**src/rtl/ram_sp_be_pkg.sv**
```systemverilog
// Shared defaults and state encoding for the byte-enable single-port RAM.
// Optional per-byte parity is selected with the RAM_PARITY_EN macro.
package ram_sp_be_pkg;

  localparam int unsigned ADDR_W_DEF = 4;
  localparam int unsigned DATA_W_DEF = 32;
  localparam int unsigned DEPTH_DEF  = 16;
  localparam int unsigned RD_LAT_DEF = 2;

  typedef enum logic {
    ST_INIT = 1'b0,
    ST_IDLE = 1'b1
  } state_t;

  // Even parity: the stored bit makes the byte plus parity have an even number of ones.
  function automatic logic par8(input logic [7:0] b);
    return ^b;
  endfunction

endpackage

```
**src/rtl/ram_sp_be_if.sv**
```systemverilog
// Request/response bundle of ram_sp_be; par_err exists only with RAM_PARITY_EN.
interface ram_sp_be_if
  import ram_sp_be_pkg::*;
#(
  parameter int unsigned ADDR_W = ADDR_W_DEF,
  parameter int unsigned DATA_W = DATA_W_DEF
);

  logic                  en;
  logic                  wr_rd;
  logic [ADDR_W-1:0]     addr;
  logic [DATA_W-1:0]     data_in;
  logic [DATA_W/8-1:0]   be;
  logic                  ready;
  logic [DATA_W-1:0]     data_out;
  logic                  en_out;
`ifdef RAM_PARITY_EN
  logic                  par_err;

  modport master (output en, wr_rd, addr, data_in, be,
                  input  ready, data_out, en_out, par_err);
  modport slave  (input  en, wr_rd, addr, data_in, be,
                  output ready, data_out, en_out, par_err);
`else
  modport master (output en, wr_rd, addr, data_in, be,
                  input  ready, data_out, en_out);
  modport slave  (input  en, wr_rd, addr, data_in, be,
                  output ready, data_out, en_out);
`endif

endinterface

```
**src/rtl/ram_rd_pipe.sv**
```systemverilog
// Read-data delay line: STAGES registers of valid+data, flushed by async reset.
module ram_rd_pipe #(
  parameter int unsigned STAGES = 2,
  parameter int unsigned W      = 32
) (
  input  logic         clk,
  input  logic         rst,
  input  logic         in_vld,
  input  logic [W-1:0] in_data,
  output logic         out_vld,
  output logic [W-1:0] out_data
);

  logic [STAGES-1:0] vld_q;
  logic [W-1:0]      data_q [STAGES];

  always_ff @(posedge clk or negedge rst) begin
    if (!rst) begin
      vld_q <= '0;
      for (int i = 0; i < int'(STAGES); i++) data_q[i] <= '0;
    end else begin
      vld_q[0]  <= in_vld;
      data_q[0] <= in_vld ? in_data : '0;
      for (int i = 1; i < int'(STAGES); i++) begin
        vld_q[i]  <= vld_q[i-1];
        data_q[i] <= data_q[i-1];
      end
    end
  end

  assign out_vld  = vld_q[STAGES-1];
  assign out_data = data_q[STAGES-1];

endmodule

```
**src/rtl/ram_sp_be.sv**
```systemverilog
// Single-port RAM with byte enables, self-clearing INIT after reset and pipelined reads.
// Define RAM_PARITY_EN to add per-byte even parity storage and the par_err output.
module ram_sp_be
  import ram_sp_be_pkg::*;
#(
  parameter int unsigned ADDR_W = ADDR_W_DEF,
  parameter int unsigned DATA_W = DATA_W_DEF,
  parameter int unsigned DEPTH  = DEPTH_DEF,
  parameter int unsigned RD_LAT = RD_LAT_DEF
) (
  input  logic        clk,
  input  logic        rst,
  ram_sp_be_if.slave  bus
);

  localparam int unsigned NB = DATA_W / 8;
`ifdef RAM_PARITY_EN
  localparam int unsigned PIPE_W = DATA_W + 1;
`else
  localparam int unsigned PIPE_W = DATA_W;
`endif
  localparam logic [ADDR_W-1:0] CLR_LAST = ADDR_W'(DEPTH - 1);

  state_t            state_q, state_d;
  logic [ADDR_W-1:0] clr_cnt_q, clr_cnt_d;
  logic              clr_we;
  logic              ready;
  logic              in_range;
  logic              wr_acc;
  logic              rd_acc;
  logic [DATA_W-1:0] mem [DEPTH];
  logic [DATA_W-1:0] rd_word;
  logic [PIPE_W-1:0] rd_pipe_in;
  logic [PIPE_W-1:0] rd_pipe_out;
  logic              rd_pipe_vld;

  always_ff @(posedge clk or negedge rst) begin
    if (!rst) begin
      state_q   <= ST_INIT;
      clr_cnt_q <= '0;
    end else begin
      state_q   <= state_d;
      clr_cnt_q <= clr_cnt_d;
    end
  end

  always_comb begin
    state_d   = state_q;
    clr_cnt_d = clr_cnt_q;
    clr_we    = 1'b0;
    ready     = 1'b0;
    case (state_q)
      ST_INIT: begin
        clr_we = 1'b1;
        if (clr_cnt_q == CLR_LAST) begin
          state_d   = ST_IDLE;
          clr_cnt_d = '0;
        end else begin
          clr_cnt_d = clr_cnt_q + ADDR_W'(1);
        end
      end
      ST_IDLE: ready = 1'b1;
      default: state_d = ST_INIT;
    endcase
  end

  assign in_range = 32'(bus.addr) < DEPTH;
  assign wr_acc   = bus.en & ready & bus.wr_rd & in_range;
  assign rd_acc   = bus.en & ready & ~bus.wr_rd;
  assign bus.ready = ready;

  // No reset on the array itself: INIT walks every word after each reset.
  always_ff @(posedge clk) begin
    if (clr_we) begin
      mem[clr_cnt_q] <= '0;
    end else if (wr_acc) begin
      for (int i = 0; i < int'(NB); i++)
        if (bus.be[i]) mem[bus.addr][8*i +: 8] <= bus.data_in[8*i +: 8];
    end
  end

  assign rd_word = in_range ? mem[bus.addr] : '0;

`ifdef RAM_PARITY_EN
  logic [NB-1:0] par_mem [DEPTH];
  logic [NB-1:0] rd_par_calc;
  logic          rd_perr;

  always_ff @(posedge clk) begin
    if (clr_we) begin
      par_mem[clr_cnt_q] <= '0;
    end else if (wr_acc) begin
      for (int i = 0; i < int'(NB); i++)
        if (bus.be[i]) par_mem[bus.addr][i] <= par8(bus.data_in[8*i +: 8]);
    end
  end

  always_comb begin
    rd_par_calc = '0;
    for (int i = 0; i < int'(NB); i++) rd_par_calc[i] = par8(rd_word[8*i +: 8]);
  end

  assign rd_perr       = in_range && (rd_par_calc != par_mem[bus.addr]);
  assign rd_pipe_in    = {rd_perr, rd_word};
  assign bus.par_err   = rd_pipe_vld & rd_pipe_out[DATA_W];
`else
  assign rd_pipe_in    = rd_word;
`endif

  ram_rd_pipe #(
    .STAGES (RD_LAT),
    .W      (PIPE_W)
  ) u_rd_pipe (
    .clk      (clk),
    .rst      (rst),
    .in_vld   (rd_acc),
    .in_data  (rd_pipe_in),
    .out_vld  (rd_pipe_vld),
    .out_data (rd_pipe_out)
  );

  assign bus.en_out   = rd_pipe_vld;
  assign bus.data_out = rd_pipe_vld ? rd_pipe_out[DATA_W-1:0] : '0;

endmodule

```
**src/flat_wrapper.sv**
```systemverilog
// flat-port wrapper written by rule: the top's interface ports become plain ports
module ram_sp_be_flat import ram_sp_be_pkg::*;
#(
  parameter int unsigned ADDR_W = ADDR_W_DEF,
  parameter int unsigned DATA_W = DATA_W_DEF,
  parameter int unsigned DEPTH  = DEPTH_DEF,
  parameter int unsigned RD_LAT = RD_LAT_DEF
)
  (clk, rst, bus_en, bus_wr_rd, bus_addr, bus_data_in, bus_be, bus_ready, bus_data_out, bus_en_out);
  ram_sp_be_if #(.ADDR_W(ADDR_W), .DATA_W(DATA_W)) bus_i ();
  input  logic clk;
  input  logic rst;
  input wire logic [$bits(bus_i.en)-1:0] bus_en;
  input wire logic [$bits(bus_i.wr_rd)-1:0] bus_wr_rd;
  input wire logic [$bits(bus_i.addr)-1:0] bus_addr;
  input wire logic [$bits(bus_i.data_in)-1:0] bus_data_in;
  input wire logic [$bits(bus_i.be)-1:0] bus_be;
  output wire logic [$bits(bus_i.ready)-1:0] bus_ready;
  output wire logic [$bits(bus_i.data_out)-1:0] bus_data_out;
  output wire logic [$bits(bus_i.en_out)-1:0] bus_en_out;
  assign bus_i.en = bus_en;
  assign bus_i.wr_rd = bus_wr_rd;
  assign bus_i.addr = bus_addr;
  assign bus_i.data_in = bus_data_in;
  assign bus_i.be = bus_be;
  assign bus_ready = bus_i.ready;
  assign bus_data_out = bus_i.data_out;
  assign bus_en_out = bus_i.en_out;
  ram_sp_be #(.ADDR_W(ADDR_W), .DATA_W(DATA_W), .DEPTH(DEPTH), .RD_LAT(RD_LAT)) u_core (.clk(clk), .rst(rst), .bus(bus_i));
endmodule
```
**config.mk**
```make
export PLATFORM = sky130hd
export DESIGN_NAME = ram_sp_be_flat
export DESIGN_NICKNAME = d
export VERILOG_FILES = /design/src/rtl/ram_sp_be_pkg.sv /design/src/rtl/ram_sp_be_if.sv /design/src/rtl/ram_rd_pipe.sv /design/src/rtl/ram_sp_be.sv /design/src/flat_wrapper.sv
export SDC_FILE = /design/constraint.sdc
export NUM_CORES = 1
export LEC_CHECK = 0
export CAP_MARGIN = 20
export CORE_ASPECT_RATIO = 2
export CORE_MARGIN = 5
export CORE_UTILIZATION = 25
export CTS_CLUSTER_DIAMETER = 60
export DETAILED_ROUTE_END_ITERATION = 8
export HOLD_SLACK_MARGIN = 0.12
export PLACE_DENSITY = 0.36
export SLEW_MARGIN = 20
export SYNTH_ARGS = -nofsm -noshare
export SYNTH_HDL_FRONTEND = slang
export SYNTH_HIERARCHICAL = 1
export SYNTH_SLANG_ARGS = --single-unit
```
**constraint.sdc**
```tcl
create_clock -name clk -period 4.8 [get_ports clk]
set_input_delay 0.96 -clock clk [delete_from_list [all_inputs] [get_ports clk]]
set_output_delay 0.96 -clock clk [all_outputs]
set_load 0.1 [all_outputs]
```
## After elaboration in Yosys (flattened, before gate mapping)

Memories as Yosys holds them, arrays and structs flattened.
Index checks and enable logic that the tools add are counted.

- Word-level logic and storage cells: 39
- Output and inout bits: 34
- Input port bits: 44
- RAM bits: 512
- Register bits: 71
- Memories kept: 1

- Bitwise gates (word level): 4
- Eq/ne operators: 1
- Reductions and logical operators: 1
- Add/subtract/negate cells: 1
- Multiplexer cells: 26

Memory list:

| name | depth | bits a word | read ports | clocked after memory_dff | write ports | line | source |
|---|---|---|---|---|---|---|---|
| u_core.mem | 16 | 32 | 1 | 0 | 1 | ram_sp_be.sv:31 | `logic [DATA_W-1:0] mem [DEPTH];` |

Operators by type and width:

| cell | count |
|---|---|
| 2-to-1 mux 32 bit | 3 |
| OR reduction 32 bit | 1 |
| 2-to-1 mux 1 bit | 20 |
| 2-to-1 mux 4 bit | 3 |
| adder 4 x 1 -> 4 bit, second input constant | 1 |
| equality test 4 bit, second input constant | 1 |
| AND 1 bit | 3 |
| inverter 1 bit | 1 |

## Longest topological paths before layout

Gate-level depths: netlist (run 1).

- Word-level depth: 8
- Depth in mapped cells: 7
- Gate-level depth less buffers: 4

## Hierarchy

Netlist (run 1), hierarchy kept.

By module, submodules not included:

| module | seq. area each (sq um) | area an instance (sq um) | times used | cells an instance |
|---|---|---|---|---|
| ram_sp_be | 15499.9 | 20719.9 | 1 | 996 |
| ram_rd_pipe | 1651.6 | 2147.1 | 1 | 133 |

## Least setup slack after synthesis (run 1)

No wires, ideal clock.

- Path type: flip-flop to flip-flop
- From: register u_core.state_q
- To: memory u_core/mem[4][16] (netlist name), enable pin
- Data required time: 4.412 ns
- Stages on the path, launching flop included: 6
- Path slack: 1.672 ns
- Library setup time: 0.388 ns
- Arrival time: 2.739 ns
- Period minus slack after synthesis: 3.128 ns
- Path buffers: 2
- Cells stage by stage: dfrtp_1 nand3_2 or4_1 clkbuf_2 buf_6 a221oi_1

- Longest elaborated chain between the ends: 8
- Elaborated cells on any way between the ends: 19
- Those cells by class: mux: 16; bitwise: 2; reduce/logical: 1

RTL lines:

| item | line | source |
|---|---|---|
| start, declared | ram_sp_be.sv:24 | `state_t state_q, state_d;` |
| start signal, assigned | ram_sp_be.sv:42 | `state_q <= state_d;` |
| 2-to-1 mux 1 bit | ram_sp_be.sv:52 | `case (state_q)` |
| AND 1 bit (2 in series) | ram_sp_be.sv:68 | `assign wr_acc = bus.en & ready & bus.wr_rd & in_range;` |
| 2-to-1 mux 1 bit | ram_sp_be.sv:76 | `end else if (wr_acc) begin` |
| 2-to-1 mux 1 bit | ram_sp_be.sv:74 | `if (clr_we) begin` |
| 2-to-1 mux 1 bit (not written as such) | ram_sp_be.sv:78 | `if (bus.be[i]) mem[bus.addr][8*i +: 8] <= bus.data_in[8*i +: 8];` |
| OR reduction 32 bit (no line) | -- |  |
| 2-to-1 mux 4 bit (no line) | -- |  |
| end, declared | ram_sp_be.sv:31 |  |

Several ways; a longest one is shown, not always the timed one.

## Worst setup path in the final report (run 1)

- From: register u_core.u_rd_pipe.vld_q[1]
- To: output port bus_en_out

RTL lines:

| item | line | source |
|---|---|---|
| start, declared | ram_rd_pipe.sv:14 | `logic [STAGES-1:0] vld_q;` |
| start signal, assigned by index | ram_rd_pipe.sv:25 | `vld_q[i] <= vld_q[i-1];` |
| end, declared | flat_wrapper.sv:20 | `output wire logic [$bits(bus_i.en_out)-1:0] bus_en_out;` |

No word-level cell between the ends.

==> results of run 1 <==
## routing by layer
metal | GRT usage | vias up | share of wire
met3 | 0.0247 | 79 | 0.049
met5 | 0 | - | 0
met1 | 0.163 | 6076 | 0.42
met2 | 0.216 | 281 | 0.51
met4 | 0.0289 | 0 | 0.019
li1 | - | 4881 | -
## flip-flops by register name, summed over array words and instances (netlist names)
name	count
u_core/mem	512
u_core/u_rd_pipe/data_q	32
u_core/u_rd_pipe/out_data	32
u_core/clr_cnt_q	4
u_core/u_rd_pipe/vld_q	2
u_core/state_q	1
## worst paths after layout
path	start	depth (start not counted)	end	slack, ns
min in group asynchronous	rst	1	u_core/u_rd_pipe/out_data[3]	0.36
worst min-delay path	u_core/u_rd_pipe/data_q[45]	0	u_core/u_rd_pipe/out_data[13]	0.35
worst min register to register	u_core/u_rd_pipe/data_q[45]	0	u_core/u_rd_pipe/out_data[13]	0.35
worst max-delay path	u_core/u_rd_pipe/vld_q[1]	2	bus_en_out	1.28
max in group asynchronous	rst	2	u_core/u_rd_pipe/out_data[18]	3.56
worst max register to register	u_core/state_q	5	u_core/mem[3][18]	1.73
## area by class of cell
class                      instances  area (sq um)
fill                            8979         64000
sequential                       583         17200
multi-input combinational        433          5120
clock buffer                      74          1580
tap                             1192          1490
timing repair buffer             173          1440
clock inverter                    36           393
antenna                            2          5.00
## power breakdown
| group | leakage (nW) | internal [mW] | switching [mW] |
|---|---|---|---|
| registers | 6.53 | 5.52 | 0.00346 |
| clock network | 0.983 | 2.72 | 1.95 |
| logic | 2.54 | 0.148 | 0.295 |
## worst register-to-register path, cell delays in order, from the launching register on
cell      delay, ns
dfrtp_1        0.56
and3_2         0.67
nand3_1        0.47
buf_4          0.33
a221oi_1       0.47
buf_4          0.29
## logic make-up after synthesis
logic type / after synthesis / share of synthesized area
flops: 583 / 0.750
simple gates: 157 / 0.0421
compound gates: 145 / 0.0524
mux: 129 / 0.127
buf+inv: 113 / 0.0280
xor+xnor: 1 / 0.000383
fa+ha+maj: 1 / 0.000547
## layout by cell type (no fill, tap or decap), drive strengths merged, types with 4 or more instances in the layout
| cell | instances |
|---|---|
| edfxtp | 512 |
| and2 | 66 |
| clkinv | 25 |
| a22oi | 64 |
| nand2 | 35 |
| a21boi | 4 |
| o21ai | 8 |
| mux4 | 128 |
| nand3 | 5 |
| nor2 | 4 |
| inv | 4 |
| clkdlybuf4s50 | 42 |
| bufinv | 7 |
| dfrtp | 71 |
| buf | 130 |
| nor2b | 6 |
| clkbuf | 75 |
| a221oi | 64 |
| and3 | 33 |
## stage by stage
stage                     total power [mW]  cell area (sq um)   util  cells  hold WS [ns]
after floorplan                       5.88              22900      -   1129         0.331
final                                 10.6              27200  0.298   2493         0.347
after global placement                6.08              25200  0.277   2381         0.333
after CTS                             10.8              27200  0.298   2491         0.340
after detailed placement              6.09              25200  0.277   2381         0.335
after global routing                  11.0              27200  0.298   2491         0.352
==> flow_metrics.tcl, run 1 <==
set metrics [dict create \
    status "finished, final reports clean" \
    synth_flop_cell "edfxtp_1" \
    drive_gt1_frac 0.318 \
    required_ns 3.84 \
    grt_pass1_wl_mm 89.4 \
    max_stage_delay_ns 1.22 \
    core_area_sq_um 91100 \
    clock.fmax_ghz 0.284 \
    wire_per_inst_um 24.7 \
    cts.clk_slew.worst_paths_ns 0.06 \
    grt_max_degree 55 \
    synth_commonest_cells "512 x edfxtp_1, 128 x mux4_2, 71 x dfrtp_1, 64 x a22oi_1, 58 x a221oi_1" \
    hp-class "register to register" \
    die_w_um 224 \
    postRouteAntennaNets 0 \
    synth-seq-cells 583 \
    cts.sinks 583 \
    grt_pass1_vias 12379 \
    totalWireLength_mm 61.7 \
    cts_tree "built" \
    viasPerCell 4.54 \
    start_util 0.251 \
    crit_path_end_kind "output port" \
    timing.final.ws_setup_ns 1.28 \
    ys_types 38 \
    cp_top_family "buffers and inverters" \
    grt_usage 0.125 \
    cts_hold_buf 0 \
    insertion_delay_ns 0.62 \
    worst_pin_slew_ns 1.16 \
    synthTopCellsByArea "edfxtp_1 67%, mux4_2 13%, dfrtp_1 7.8%" \
    dp_hpwl_mm 38.2 \
    cts_setup_buffers 0 \
    hold_violations 0 \
    yosys.area.top_type "edfxtp_1" \
    start_kind "register" \
    setup_viol 0 \
    path_cells "buf_4 -> clkdlybuf4s50_1" \
    place_congestion 0.724 \
    relSlewSlack 0.224 \
    post-route-period-util 0.733 \
    htreeDepth 2 \
    drv_slew 0 \
    crit_arrival_ns 2.56 \
    dp_slack_ns 0.731 \
    antenna_found_initial 3 \
    yosys_warnings 6 \
    cp.buffers_inverters 2 \
    syn-num-nets 1174 \
    dieArea_sq_um 98000 \
    cts-root-buf "clkbuf_16" \
    rsz0062_at_grt "false" \
    synth_seq_area_share 0.750 \
    period_needed_ns 3.52 \
    num-nets-final 1294 \
    syn-instance-count 1129 \
    grt_overflow 0 \
    ir_drop_uv 263 \
    io_pins 78 \
    area_growth_pct 18.9 \
    syn_avg_cell_area_sq_um 20.3 \
    synth_top_area_share 0.672 \
    numPortBuffers 77 \
    post_cts_resized 0 \
    ys_async_sr_fraction 0.122 \
    fin_worst_skew_ns 0.0134 \
    dr_total_vias 11317 \
    leakage_nw 10.1 \
    first_pass_iters 5 \
    post-synth-top-count-cell "edfxtp_1" \
    drc 0 \
    synth-edff-count 512 \
    maxCapViolCount 0 \
    fin_setup_tns_ns 0 \
    critical_path.max_fanout 35 \
    cpMaxStageDelayCell "clkdlybuf4s50_1" \
    die_y_um 438 \
    rows 157 \
    drtIter0Drc 709 \
    syn_area_sq_um 22900 \
    cts_buffer_depth 3 \
    p_per_area_nw_per_um2 391 \
    cts_made_buffers 58 \
    critPathKind "register to output port" \
]
(Power assumes the default switching activity.)
==> inputs of run 2 (changes only) <==
- clock period: 4.8 -> 3.6 ns (I/O delays scaled with it)
==> flow_metrics.tcl, run 2 (same netlist as run 1, synthesis figures left out) <==
set metrics [dict create \
    status "finished, final reports clean" \
    cts_hold_buf 0 \
    path_cells "clkdlybuf4s50_1 -> or4_4 -> nand4b_2 -> a221oi_1 -> buf_4" \
    cts_tree "built" \
    post-route-period-util 0.819 \
    drv_slew 0 \
    placed_cells 2408 \
    whs_ns 0.166 \
    dr_total_vias 11378 \
    num-nets-final 1321 \
    layout.cells.most_common "edfxtp_1" \
    grt_max_degree 51 \
    dieArea_sq_um 98000 \
    start_util 0.251 \
    area_growth_pct 19.9 \
    grt_pass1_wl_mm 90.5 \
    cts-root-buf "clkbuf_16" \
    dp_hpwl_mm 39.9 \
    critical_path.max_fanout 22 \
    first_pass_iters 6 \
    post_cts_resized 0 \
    r2r_cells 4 \
    cts_made_buffers 58 \
    maxCapViolCount 0 \
    hp-class "primary input to async pin" \
    required_ns 3.93 \
    max_stage_delay_ns 0.73 \
    htreeDepth 2 \
    reg2reg_to "u_core/mem[5][19]" \
    antenna_found_initial 3 \
    largest_register_ff_count 512 \
    drtIter0Drc 956 \
    fillers 8997 \
    totalWireLength_mm 62.2 \
    timing.final.ws_setup_ns 0.650 \
    wire_per_inst_um 24.7 \
    rsz0062_at_grt "false" \
    cpMaxStageDelayCell "nand4b_2" \
    cp_top_family "simple AND/OR/NAND/NOR gates" \
    clock.fmax_ghz 0.339 \
    fin_cells 2519 \
    postRouteAntennaNets 0 \
    crit_path_end_kind "register" \
    p_per_area_nw_per_um2 520 \
    numPortBuffers 77 \
    leakage_nw 10.2 \
    cts_buffer_depth 3 \
    die_w_um 224 \
    dp_slack_ns 0.0317 \
    grt_overflow 0 \
    die_y_um 438 \
    critPathKind "primary input to register" \
    rows 157 \
    place_congestion 0.735 \
    top_register "u_core/mem" \
    drc 0 \
    ir_drop_uv 361 \
    period_needed_ns 2.95 \
    viasPerCell 4.52 \
    insertion_delay_ns 0.63 \
    crit_arrival_ns 3.28 \
    start_kind "primary input" \
    drive_gt1_frac 0.328 \
    grt_pass1_vias 12419 \
    mostFrequentLayoutCells "512 x edfxtp_1, 153 x buf_4, 128 x mux4_2" \
    io_pins 78 \
    worst_pin_slew_ns 0.895 \
    core_area_sq_um 91100 \
    fin_worst_skew_ns 0.0284 \
    fin_setup_tns_ns 0 \
    cts.sinks 583 \
    cp.buffers_inverters 2 \
    setup_viol 0 \
    grt_usage 0.126 \
    hold_violations 0 \
    cts_setup_buffers 0 \
    relSlewSlack 0.403 \
    reg2reg_slack_ns 0.77 \
    cts.clk_slew.worst_paths_ns 0.06 \
    r2r-start "u_core/state_q" \
]
[run 2: cell types whose count changed in the layout (fill, tap and decap cells not counted), sizes merged]
| cell | delta |
|---|---|
| clkbuf | -4 |
| clkdlybuf4s50 | -2 |
| buf | +29 |
| clkinv | -2 |
| clkinvlp | +5 |
| bufinv | +1 |
| inv | -1 |
[run 2: cell type report]
| type | count | area (sq um) | share of cell area |
|---|---|---|---|
| tap | 1192 | 1490 | 0.0544 |
| sequential | 583 | 17200 | 0.626 |
| clock inverter | 39 | 428 | 0.0156 |
| antenna | 2 | 5.00 | 0.000183 |
| clock buffer | 70 | 1560 | 0.0568 |
| timing repair buffer | 200 | 1680 | 0.0614 |
| multi-input combinational | 433 | 5100 | 0.186 |
[run 2: layer usage]
metal | share of wire | global-route usage | vias up | wire (um)
met4 | 0.019 | 0.0288 | 0 | 1180
met2 | 0.51 | 0.218 | 268 | 31900
met3 | 0.043 | 0.0223 | 73 | 2670
met5 | 0 | 0 | - | 0
met1 | 0.43 | 0.165 | 6103 | 26500
li1 | - | - | 4934 | -
[run 2: metrics by stage]
stage	util	cell area, sq um	total power, mW
3_5_place_dp	0.279	25400	8.14
5_1_grt	0.301	27400	14.8
4_1_cts	0.301	27400	14.5
6_report	0.301	27400	14.3
3_3_place_gp	0.279	25400	8.14
2_1_floorplan	-	22900	7.84
[run 2: report_power, final]
part           switching [mW]  leakage [nW]  internal [mW]
clock network            2.62         0.967           3.67
registers             0.00629          6.53           7.35
logic                   0.398          2.69          0.218
[run 2: how the worst max path moves through the flow]
stage,startpoint,to,slack [ns],cells past startpoint
floorplan,u_core/state_q,u_core/mem[4][16],0.47,5
global placement,bus_be[2],u_core/mem[5][19],0.06,5
detailed placement,bus_be[3],u_core/mem[5][19],0.03,5
CTS,u_core/u_rd_pipe/vld_q[1],bus_data_out[16],0.67,3
global route,bus_be[3],u_core/mem[5][19],0.62,5
finish,bus_be[2],u_core/mem[5][19],0.65,5
